--- src/rtl/reaction_timer_ctrl_pkg.sv ---
// Shared types and constants for the reaction timer controller.
//   state_e        : controller FSM states
//   ERR_CODE       : value shown on a false start ("EEEE")
//   MAX_MS_DEFAULT : reaction count saturation / timeout in ms
//   LFSR_TAPS      : feedback mask for the 16-bit Fibonacci LFSR
package reaction_pkg;

  typedef enum logic [2:0] {
    StIdle,
    StWait,
    StGo,
    StResult,
    StFalseStart
  } state_e;

  localparam logic [15:0] ERR_CODE       = 16'hEEEE;
  localparam int unsigned MAX_MS_DEFAULT = 9999;
  // Taps 16,14,13,11 (1-based) map to bits 15,13,12,10.
  localparam logic [15:0] LFSR_TAPS      = 16'hB400;

endpackage

--- src/rtl/reaction_timer_ctrl_if.sv ---
// Player-facing bus of the reaction timer controller.
//   btn_start, btn_react : synchronized, debounced button levels
//   led_go               : GO lamp
//   number               : display value (0..MAX_MS or ERR_CODE)
//   done                 : a result or false-start code is on display
// master = button/display side, slave = the controller.
interface reaction_timer_ctrl_if;
  logic        btn_start;
  logic        btn_react;
  logic        led_go;
  logic [15:0] number;
  logic        done;

  modport master (
    output btn_start, btn_react,
    input  led_go, number, done
  );

  modport slave (
    input  btn_start, btn_react,
    output led_go, number, done
  );
endinterface

--- src/rtl/reaction_timer_ctrl_ms_tick_gen.sv ---
// Millisecond prescaler: counts 0..MS_DIV-1 and pulses tick on the
// terminal count.
//   clk, rst : clock, synchronous active-high reset
//   clr      : restart the current millisecond from zero
//   tick     : one-cycle pulse every MS_DIV cycles
module ms_tick_gen #(
  parameter int unsigned MS_DIV = 100_000
) (
  input  logic clk,
  input  logic rst,
  input  logic clr,
  output logic tick
);

  localparam int unsigned CW = (MS_DIV > 1) ? $clog2(MS_DIV) : 1;

  logic [CW-1:0] cnt_q, cnt_d;

  assign tick = (cnt_q == CW'(MS_DIV - 1));

  always_comb begin
    cnt_d = cnt_q + CW'(1);
    if (clr || tick) begin
      cnt_d = '0;
    end
  end

  always_ff @(posedge clk) begin
    if (rst) begin
      cnt_q <= '0;
    end else begin
      cnt_q <= cnt_d;
    end
  end

endmodule

--- src/rtl/reaction_timer_ctrl.sv ---
// Reaction-time game controller feeding the seven-segment display driver.
// Start press -> random wait -> GO lamp -> count ms until react press.
//   clk, rst : clock, synchronous active-high reset
//   bus      : buttons in; led_go, number, done out (all registered)
module reaction_timer_ctrl
  import reaction_pkg::*;
#(
  parameter int unsigned MS_DIV       = 100_000,
  parameter int unsigned MIN_DELAY_MS = 1000,
  parameter int unsigned RAND_BITS    = 11,
  parameter int unsigned MAX_MS       = MAX_MS_DEFAULT,
  parameter logic [15:0] LFSR_SEED    = 16'hACE1
) (
  input logic                  clk,
  input logic                  rst,
  reaction_timer_ctrl_if.slave bus
);

  localparam int unsigned DELAY_MAX = MIN_DELAY_MS + (1 << RAND_BITS) - 1;
  localparam int unsigned DELAY_W   = ($clog2(DELAY_MAX + 1) > 12) ? $clog2(DELAY_MAX + 1) : 12;

  state_e               state_q, state_d;
  logic                 start_prev_q, react_prev_q;
  logic [15:0]          lfsr_q, lfsr_d;
  logic [13:0]          ms_cnt_q, ms_cnt_d;
  logic [DELAY_W-1:0]   delay_q, delay_d;
  logic [15:0]          number_q, number_d;
  logic                 done_q, done_d;
  logic                 led_go_q, led_go_d;

  logic start_press, react_press, ms_tick, tick_clr, wait_last, go_last;

  assign start_press = bus.btn_start & ~start_prev_q;
  assign react_press = bus.btn_react & ~react_prev_q;

  // Free-running so the moment of the start press randomises the delay.
  assign lfsr_d = {lfsr_q[14:0], ^(lfsr_q & LFSR_TAPS)};

  assign wait_last = (32'(ms_cnt_q) + 32'd1 == 32'(delay_q));
  assign go_last   = (ms_cnt_q == 14'(MAX_MS - 1));

  // Every state entry restarts the ms so the first one is full length.
  assign tick_clr = (state_d != state_q);

  ms_tick_gen #(
    .MS_DIV (MS_DIV)
  ) u_tick (
    .clk  (clk),
    .rst  (rst),
    .clr  (tick_clr),
    .tick (ms_tick)
  );

  always_comb begin
    state_d  = state_q;
    ms_cnt_d = ms_cnt_q;
    delay_d  = delay_q;
    number_d = number_q;
    unique case (state_q)
      StIdle, StResult, StFalseStart: begin
        if (start_press) begin
          delay_d  = DELAY_W'(MIN_DELAY_MS) + DELAY_W'(lfsr_q[RAND_BITS-1:0]);
          ms_cnt_d = '0;
          state_d  = StWait;
        end
      end
      StWait: begin
        if (react_press) begin
          number_d = ERR_CODE;
          state_d  = StFalseStart;
        end else if (ms_tick) begin
          if (wait_last) begin
            ms_cnt_d = '0;
            state_d  = StGo;
          end else begin
            ms_cnt_d = ms_cnt_q + 14'd1;
          end
        end
      end
      StGo: begin
        // The saturating tick beats a simultaneous react press.
        if (ms_tick && go_last) begin
          ms_cnt_d = 14'(MAX_MS);
          number_d = 16'(MAX_MS);
          state_d  = StResult;
        end else if (react_press) begin
          number_d = 16'(ms_cnt_q);
          state_d  = StResult;
        end else if (ms_tick) begin
          ms_cnt_d = ms_cnt_q + 14'd1;
        end
      end
      default: state_d = StIdle;
    endcase
    led_go_d = (state_d == StGo);
    done_d   = (state_d == StResult) || (state_d == StFalseStart);
  end

  always_ff @(posedge clk) begin
    if (rst) begin
      state_q      <= StIdle;
      start_prev_q <= 1'b0;
      react_prev_q <= 1'b0;
      lfsr_q       <= LFSR_SEED;
      ms_cnt_q     <= '0;
      delay_q      <= '0;
      number_q     <= '0;
      done_q       <= 1'b0;
      led_go_q     <= 1'b0;
    end else begin
      state_q      <= state_d;
      start_prev_q <= bus.btn_start;
      react_prev_q <= bus.btn_react;
      lfsr_q       <= lfsr_d;
      ms_cnt_q     <= ms_cnt_d;
      delay_q      <= delay_d;
      number_q     <= number_d;
      done_q       <= done_d;
      led_go_q     <= led_go_d;
    end
  end

  assign bus.led_go = led_go_q;
  assign bus.number = number_q;
  assign bus.done   = done_q;

endmodule

--- src/flat_wrapper.sv ---
// flat-port wrapper written by rule: the top's interface ports become plain ports
module reaction_timer_ctrl_flat import reaction_pkg::*;
#(
  parameter int unsigned MS_DIV       = 100_000,
  parameter int unsigned MIN_DELAY_MS = 1000,
  parameter int unsigned RAND_BITS    = 11,
  parameter int unsigned MAX_MS       = MAX_MS_DEFAULT,
  parameter logic [15:0] LFSR_SEED    = 16'hACE1
)
  (clk, rst, bus_btn_start, bus_btn_react, bus_led_go, bus_number, bus_done);
  reaction_timer_ctrl_if bus_i ();
  input logic clk;
  input logic rst;
  input wire logic [$bits(bus_i.btn_start)-1:0] bus_btn_start;
  input wire logic [$bits(bus_i.btn_react)-1:0] bus_btn_react;
  output wire logic [$bits(bus_i.led_go)-1:0] bus_led_go;
  output wire logic [$bits(bus_i.number)-1:0] bus_number;
  output wire logic [$bits(bus_i.done)-1:0] bus_done;
  assign bus_i.btn_start = bus_btn_start;
  assign bus_i.btn_react = bus_btn_react;
  assign bus_led_go = bus_i.led_go;
  assign bus_number = bus_i.number;
  assign bus_done = bus_i.done;
  reaction_timer_ctrl #(.MS_DIV(MS_DIV), .MIN_DELAY_MS(MIN_DELAY_MS), .RAND_BITS(RAND_BITS), .MAX_MS(MAX_MS), .LFSR_SEED(LFSR_SEED)) u_core (.clk(clk), .rst(rst), .bus(bus_i));
endmodule
--- config.mk ---
export PLATFORM = sky130hd
export DESIGN_NAME = reaction_timer_ctrl_flat
export DESIGN_NICKNAME = d
export VERILOG_FILES = /design/src/rtl/reaction_timer_ctrl_pkg.sv /design/src/rtl/reaction_timer_ctrl_if.sv /design/src/rtl/reaction_timer_ctrl_ms_tick_gen.sv /design/src/rtl/reaction_timer_ctrl.sv /design/src/flat_wrapper.sv
export SDC_FILE = /design/constraint.sdc
export NUM_CORES = 1
export LEC_CHECK = 0
export CORE_AREA = 2 2 111 113
export DETAILED_ROUTE_END_ITERATION = 10
export DIE_AREA = 0 0 113 115
export GPL_TIMING_DRIVEN = 0
export PLACE_DENSITY = 0.56
export SKIP_CTS_REPAIR_TIMING = 1
export SYNTH_ARGS = -nofsm -noshare
export SYNTH_HDL_FRONTEND = slang
export SYNTH_SLANG_ARGS = --single-unit
--- constraint.sdc ---
create_clock -name clk -period 2.5 [get_ports clk]
set_input_delay 0.5 -clock clk [delete_from_list [all_inputs] [get_ports clk]]
set_output_delay 0.5 -clock clk [all_outputs]
set_load 0.01 [all_outputs]
==> results.md, run 1 <==
- Pin count of the biggest net entering global routing: 16
- CP arrival: 2610 ps
- Fin cells: 661
- Synth Area per Inst: 8.68 sq um
- Comb pwr share: 9.4%
- Finished Cell Area: 5030 sq um
- Routed len/inst: 15.3 um
- Fin. Hold Viols: 0
- Core Region: 11800 sq um
- Pre-CTS setup slack: -250 ps
- Clk_skew: 9.34 ps
- Syn_nets: 473
- Layout Nets: 517
- Seq pwr share: 42.5%
- Number of flops mapped to enable cells by yosys: 0
- Sequential area share after synthesis: 40.2%
- Switch Pwr: 0.771 mW
- Detailed Place HPWL: 7220 um
- Initial Util: 34.2%
- Die area: 13000 sq um
- Crit path max fanout: 6
- Switching part of the total: 23.8%
- DIE HEIGHT: 115 um
- Boundary pin count: 22
- Routed vias: 3534
- Dpl cell area: 4420 sq um
- Cells after DPL: 632
- Initial antenna violation count: 0
- Max Cap Violations: 0
- Tot Pwr: 3.24 mW
- Yosys warns: 0
- All-layer global routing usage: 15.9%
- Ratio of cells with drive above 1 in the final layout: 18.3%
- Fin worst setup slack: 93.8 ps
- Pwr dens: 643 nW/um^2
- Gpl congestion: 0.887
- Floorplan row count: 40
- H-tree Lvls: 3
- Clk slew on worst S/H paths: 60 ps
- Die X-Extent: 113 um
- Status: finished, violations left
- Fmax: 416 MHz
- Failing checks: DRC
- Drt pass-1 iters: 10
- Finish-stage setup viols: 0
- Pleak: 1.81 nW
- Final Util: 42.6%
- Rel. slew slack: 57.0%
- #FFs+latches synth: 81
- Clock share of power: 48.1%
- Peak supply drop: 0.332 mV
- Netlist cell types: 68
- Cts bufs inserted: 9
- Period utilization: 96.2%
- Final wirelength: 10100 um
- Slew Limit Fails: 0
- Worst Hold Class: reg2reg
- Worst skew pair latency: 350 ps
- CP max stage cell: dfxtp_1
- Clock buffer depth: 2
- Vias in the first global route: 3224
- # port buffers: 20
- Area grow syn2layout: 24.7%
- Drc violations: 2
- Worst setup EP type: register
- Setup CP Type: reg2reg
- Synthesized cell area: 4040 sq um
- CTS tree: yes
- RSZ-0062 raised after global routing: yes
- First-pass GRT wire length: 16300 um
- Vias per cell: 5.35
- Antenna cells: 0
- Total global routing overflow: 0
- Gate Count Post-Synth: 465
- Critical Path Max Stage Delay: 500 ps
- Setup crit start kind: register
- Root Buffer: clkbuf_16
- Worst-Margin Slew: 643 ps
- Synth Flop Type: dfxtp_1
- P_int: 2.46 mW
- Fill cell count: 1145
- Fin crit period: 2410 ps
- Critical path data required time: 2710 ps
- Clock sink count: 81
- Iteration-0 DRC Markers: 215
- Fraction of registers with async set/reset: 0%
- CP Cell Sequence: and3_1 > clkbuf_1 > nand4_1 > a211o_1 > a22oi_2 > nand4_4 > a211oi_4 > nor4_1
- Routed Antenna Nets: 0
[worst paths after layout]
path / from / endpoint / slack, ps / cells after the start
max reg2reg: u_core.ms_cnt_q[9] / u_core.ms_cnt_q[10] / 90 / 8
min: u_core.lfsr_q[14] / u_core.lfsr_q[15] / 410 / 1
max: u_core.ms_cnt_q[9] / u_core.ms_cnt_q[10] / 90 / 8
min reg2reg: u_core.lfsr_q[14] / u_core.lfsr_q[15] / 410 / 1
[critical path, delay by kind of cell (launching register included)]
family	cells	cell delay [ps]
AND/OR/NAND/NOR	4	610
AO/OA/AOI/OAI	3	930
flip-flops	1	500
buffers and inverters	1	230
[layout make-up]
type,count,area (sq um),area share (%)
Buffer,29,170,3.38
Clock buffer,9,225,4.47
Clock inverter,7,124,2.46
Inverter,6,22.5,0.447
Multi-Input combinational cell,348,2380,47.3
Sequential cell,81,1630,32.3
Tap cell,147,184,3.65
Timing Repair Buffer,34,303,6.01
[power by group through the flow]
stage	combinational, mW	sequential (mW)	clock [mW]
global route	0.336	1.38	1.63
finish	0.304	1.37	1.56
floorplan	0.197	1.40	0
detailed placement	0.272	1.40	0
CTS	0.273	1.38	1.58
global placement	0.268	1.40	0
[cells by family (layout without fill, tap and decap cells)]
logic type,after synthesis,after routing,share of synthesized area (%)
XOR/XNOR,39,39,8.46
multiplexers,8,8,1.98
adder cells (fa/ha/maj),4,4,1.24
AND/OR/NAND/NOR,218,218,29.2
AO/OA/AOI/OAI,79,79,14.5
flip-flops,81,81,40.2
buffers and inverters,36,85,4.52
[cells in the mapped netlist, types with 4 or more instances]
cell | n | area, sq um
inv_1 | 6 | 22.5
ha_1 | 4 | 50.1
or2_2 | 8 | 50.1
a21oi_1 | 20 | 100
nor2b_1 | 17 | 106
nor4_1 | 4 | 25.0
or3_1 | 4 | 25.0
nor3_1 | 24 | 120
o22ai_1 | 5 | 31.3
buf_2 | 13 | 65.1
dfxtp_1 | 81 | 1620
xor2_1 | 21 | 184
o221a_2 | 4 | 45.0
nand3_1 | 25 | 125
mux2i_1 | 8 | 80.1
and3_1 | 7 | 43.8
o21ai_0 | 6 | 30.0
nor2_1 | 55 | 206
nand4_1 | 16 | 100
xnor2_1 | 18 | 158
o21a_1 | 5 | 37.5
clkbuf_1 | 10 | 37.5
nand2_1 | 33 | 124
a211oi_1 | 4 | 30.0
a31oi_1 | 7 | 43.8
[metal layers]
layer | share of wire [%] | GRT usage [%] | vias to the layer above
met4 | 2.3 | 6.67 | 0
met5 | 0 | 0 | -
met2 | 46 | 25.3 | 90
met1 | 46 | 20.3 | 1674
met3 | 5.0 | 4.48 | 18
li1 | - | - | 1752
[state kept, by name (all words and copies together), names as in the netlist]
| name | count |
|---|---|
| u_core.u_tick.cnt_q | 17 |
| u_core.lfsr_q | 16 |
| u_core.bus.number | 15 |
| u_core.ms_cnt_q | 14 |
| u_core.delay_q | 12 |
| u_core.state_q | 3 |
| u_core.bus.done | 1 |
| u_core.bus.led_go | 1 |
| u_core.react_prev_q | 1 |
| u_core.start_prev_q | 1 |
[layout by cell type, fill, tap and decap left out, types with 4 or more instances in the layout]
| cell type | Yosys | final |
|---|---|---|
| dfxtp_1 | 81 | 79 |
| nor2_1 | 55 | 54 |
| nand2_1 | 33 | 33 |
| nand3_1 | 25 | 24 |
| nor3_1 | 24 | 22 |
| xor2_1 | 21 | 21 |
| a21oi_1 | 20 | 20 |
| clkdlybuf4s50_1 | 0 | 20 |
| nor2b_1 | 17 | 17 |
| xnor2_1 | 18 | 17 |
| buf_4 | 2 | 16 |
| nand4_1 | 16 | 16 |
| buf_2 | 13 | 10 |
| clkbuf_1 | 10 | 9 |
| clkbuf_16 | 0 | 9 |
| mux2i_1 | 8 | 8 |
| or2_2 | 8 | 8 |
| inv_1 | 6 | 6 |
| and3_1 | 7 | 6 |
| o21ai_0 | 6 | 6 |
| a31oi_1 | 7 | 6 |
| o21a_1 | 5 | 5 |
| buf_6 | 3 | 4 |
| a211oi_1 | 4 | 4 |
| o22ai_1 | 5 | 4 |
| o221a_2 | 4 | 4 |
[metrics by stage]
step,hold slack (ps),TNS [ps]
floorplan,389,0
global placement,394,-2600
detailed placement,398,-3190
CTS,415,-3120
global route,426,-274
finish,411,0
No activity file was read; power rests on OpenSTA's default activity.
==> run 2, diff against run 1 <==
--- a/config.mk
+++ b/config.mk
@@ -9,7 +9,7 @@
 export DETAILED_ROUTE_END_ITERATION = 10
 export DIE_AREA = 0 0 113 115
 export GPL_TIMING_DRIVEN = 0
-export PLACE_DENSITY = 0.56
+export PLACE_DENSITY_LB_ADDON = 0.08
 export SKIP_CTS_REPAIR_TIMING = 1
 export SYNTH_ARGS = -nofsm -noshare
 export SYNTH_HDL_FRONTEND = slang
==> run 2 against run 1 <==
The run still ends with DRC left. Utilization is 0.77 points lower. Clock power is 17% lower. Clock skew hardly changed. Sequential share of layout area is 0.57 points higher. Combinational power hardly changed. Sequential power hardly changed. Setup slack worse by 12 ps. Maximum frequency is 0.48% lower. Non-clock buffer count is 4 lower. Cell count is 0.45% lower. Die area stayed put. Largest cell class unchanged. Largest power group is now sequential cells.
==> results.md, run 2 (synthesized netlist as in run 1, its figures left out) <==
- Status: finished, violations left
- Failing checks: DRC
- Finished Cell Area: 4940 sq um (-1.8%)
- Crit path max fanout: 8 (+2)
- Routed Antenna Nets: 0 (unchanged)
- Reg2Reg Depth: 10 (+2)
- Root Buffer: clkbuf_16
- Fin cells: 658 (-0.45%)
- Reg with most FFs: u_core.u_tick.cnt_q
- Tot Pwr: 2.98 mW (-8.0%)
- Floorplan row count: 40 (unchanged)
- P_int: 2.19 mW (-11%)
- Clock share of power: 43.5% (-4.6 points)
- Worst setup EP type: register
- Final setup TNS: 0 ps (unchanged)
- Fill cell count: 1221 (+6.6%)
- Drt pass-1 iters: 8 (-2)
- Period utilization: 96.7% (+0.47 points)
- Commonest cells after routing, fill and taps aside: dfxtp_1 (80), nor2_1 (54), nand2_1 (33)
- CP arrival: 2630 ps (+20 ps)
- Peak supply drop: 0.386 mV (+16%)
- Ratio of cells with drive above 1 in the final layout: 17.3% (-1.0 points)
- Slew Limit Fails: 0 (unchanged)
- # port buffers: 20 (unchanged)
- Hold Path Cell Cnt: 1 (unchanged)
- Fin worst setup slack: 82.1 ps (-11.7 ps)
- Area grow syn2layout: 22.4%
- Worst Hold Class: reg2reg
- Clk slew on worst S/H paths: 70 ps (about the same)
- All-layer global routing usage: 17.0% (+1.1 points)
- Critical path data required time: 2710 ps (about the same)
- Clock sink count: 81 (unchanged)
- Fin crit period: 2420 ps (+11.7 ps)
- Pwr dens: 602 nW/um^2 (-6.3%)
- Layout Nets: 513 (-0.77%)
- Boundary pin count: 22 (unchanged)
- Cells after DPL: 632 (unchanged)
- Fmax: 414 MHz (-0.48%)
- Routed len/inst: 16.3 um (+6.5%)
- Core Region: 11800 sq um (unchanged)
- Total global routing overflow: 0 (unchanged)
- Setup crit start kind: register
- Routed vias: 3492 (-1.2%)
- Worst-Margin Slew: 759 ps (+116 ps)
- Setup CP Type: reg2reg
- Die area: 13000 sq um (unchanged)
- Switch Pwr: 0.788 mW (+2.2%)
- Gpl congestion: 0.890 (+0.30%)
- Switching part of the total: 26.5% (+2.6 points)
- Die X-Extent: 113 um (unchanged)
- Fin. Hold Viols: 0 (unchanged)
- Dpl cell area: 4420 sq um (unchanged)
- Detailed Place HPWL: 7860 um (+8.9%)
- Drc violations: 4 (+2)
- First-pass GRT wire length: 17200 um (+5.3%)
- Vias per cell: 5.31 (-0.74%)
- Max FFs per register: 17 (unchanged)
- Rel. slew slack: 48.8% (-8.2 points)
- DIE HEIGHT: 115 um (unchanged)
- Final Util: 41.9% (-0.77 points)
- Clk_skew: 9.66 ps (+0.326 ps)
- Vias in the first global route: 3300 (+2.4%)
- H-tree Lvls: 3 (unchanged)
- Iteration-0 DRC Markers: 221 (+2.8%)
- Pin count of the biggest net entering global routing: 16 (unchanged)
- Initial antenna violation count: 0 (unchanged)
- Comb pwr share: 10.2% (+0.8 points)
- Seq pwr share: 46.3% (+3.8 points)
- Worst skew pair latency: 350 ps (about the same)
- Clock buffer depth: 2 (unchanged)
- Pleak: 1.74 nW (-3.7%)
- Cts bufs inserted: 9 (unchanged)
- Fin Hold WS: 412 ps (+0.707 ps)
- CTS tree: yes
- Final wirelength: 10700 um (+6.0%)
- Pre-CTS setup slack: -392 ps (-142 ps)
- Finish-stage setup viols: 0 (unchanged)
- Most common cell after layout, fill and taps aside: dfxtp_1
- Initial Util: 34.2% (unchanged)
- Max Cap Violations: 0 (unchanged)
## run 2: changes by cell type in the layout (fill, tap and decap cells not counted), moves of 2 or more
cell       previous run  this run
clkinv_4              0         2
nor4_4                2         0
buf_6                 4         6
nor4_2                0         3
buf_4                16        13
bufinv_16             3         0
## run 2: power groups by stage
stage	Clock [mW]	Sequential, mW	Combinational, mW
final	1.29	1.38	0.305
after global placement	0	1.41	0.274
after detailed placement	0	1.41	0.276
after floorplan	0	1.40	0.197
after global routing	1.37	1.39	0.335
after CTS	1.32	1.38	0.277
## run 2: critical path, stage by stage, from the launching register on
cell      delay, ps
dfxtp_1         390
buf_4           180
nand4_1         170
buf_4           190
nor4_2          360
a32oi_1         160
a22oi_2         200
nand4_4         180
a211oi_4        250
buf_6           150
nor3_1           50
## run 2: worst paths after layout
| check | end | from | slack, ps |
|---|---|---|---|
| worst max-delay path | u_core.ms_cnt_q[2] | u_core.ms_cnt_q[0] | 80 |
| worst min-delay path | u_core.lfsr_q[15] | u_core.lfsr_q[14] | 410 |
| worst max register to register | u_core.ms_cnt_q[2] | u_core.ms_cnt_q[0] | 80 |
| worst min register to register | u_core.lfsr_q[15] | u_core.lfsr_q[14] | 410 |
## run 2: area by class of cell
type / count / area (sq um) / area share, %
multi-input combinational: 348 / 2360 / 47.8
sequential: 81 / 1630 / 32.9
timing repair buffer: 31 / 290 / 5.87
clock buffer: 10 / 239 / 4.83
tap: 147 / 184 / 3.72
buffer: 28 / 166 / 3.37
clock inverter: 6 / 48.8 / 0.987
inverter: 6 / 22.5 / 0.456
antenna: 1 / 2.50 / 0.0506
## run 2: metal layers
layer	vias to the layer above	track usage (%)	share of wire (%)	wire length, um
li1	1742	-	-	-
met1	1673	22.9	49	5250
met2	63	26.8	46	4880
met3	14	3.06	3.2	342
met4	0	7.64	2.1	228
met5	-	0	0	0
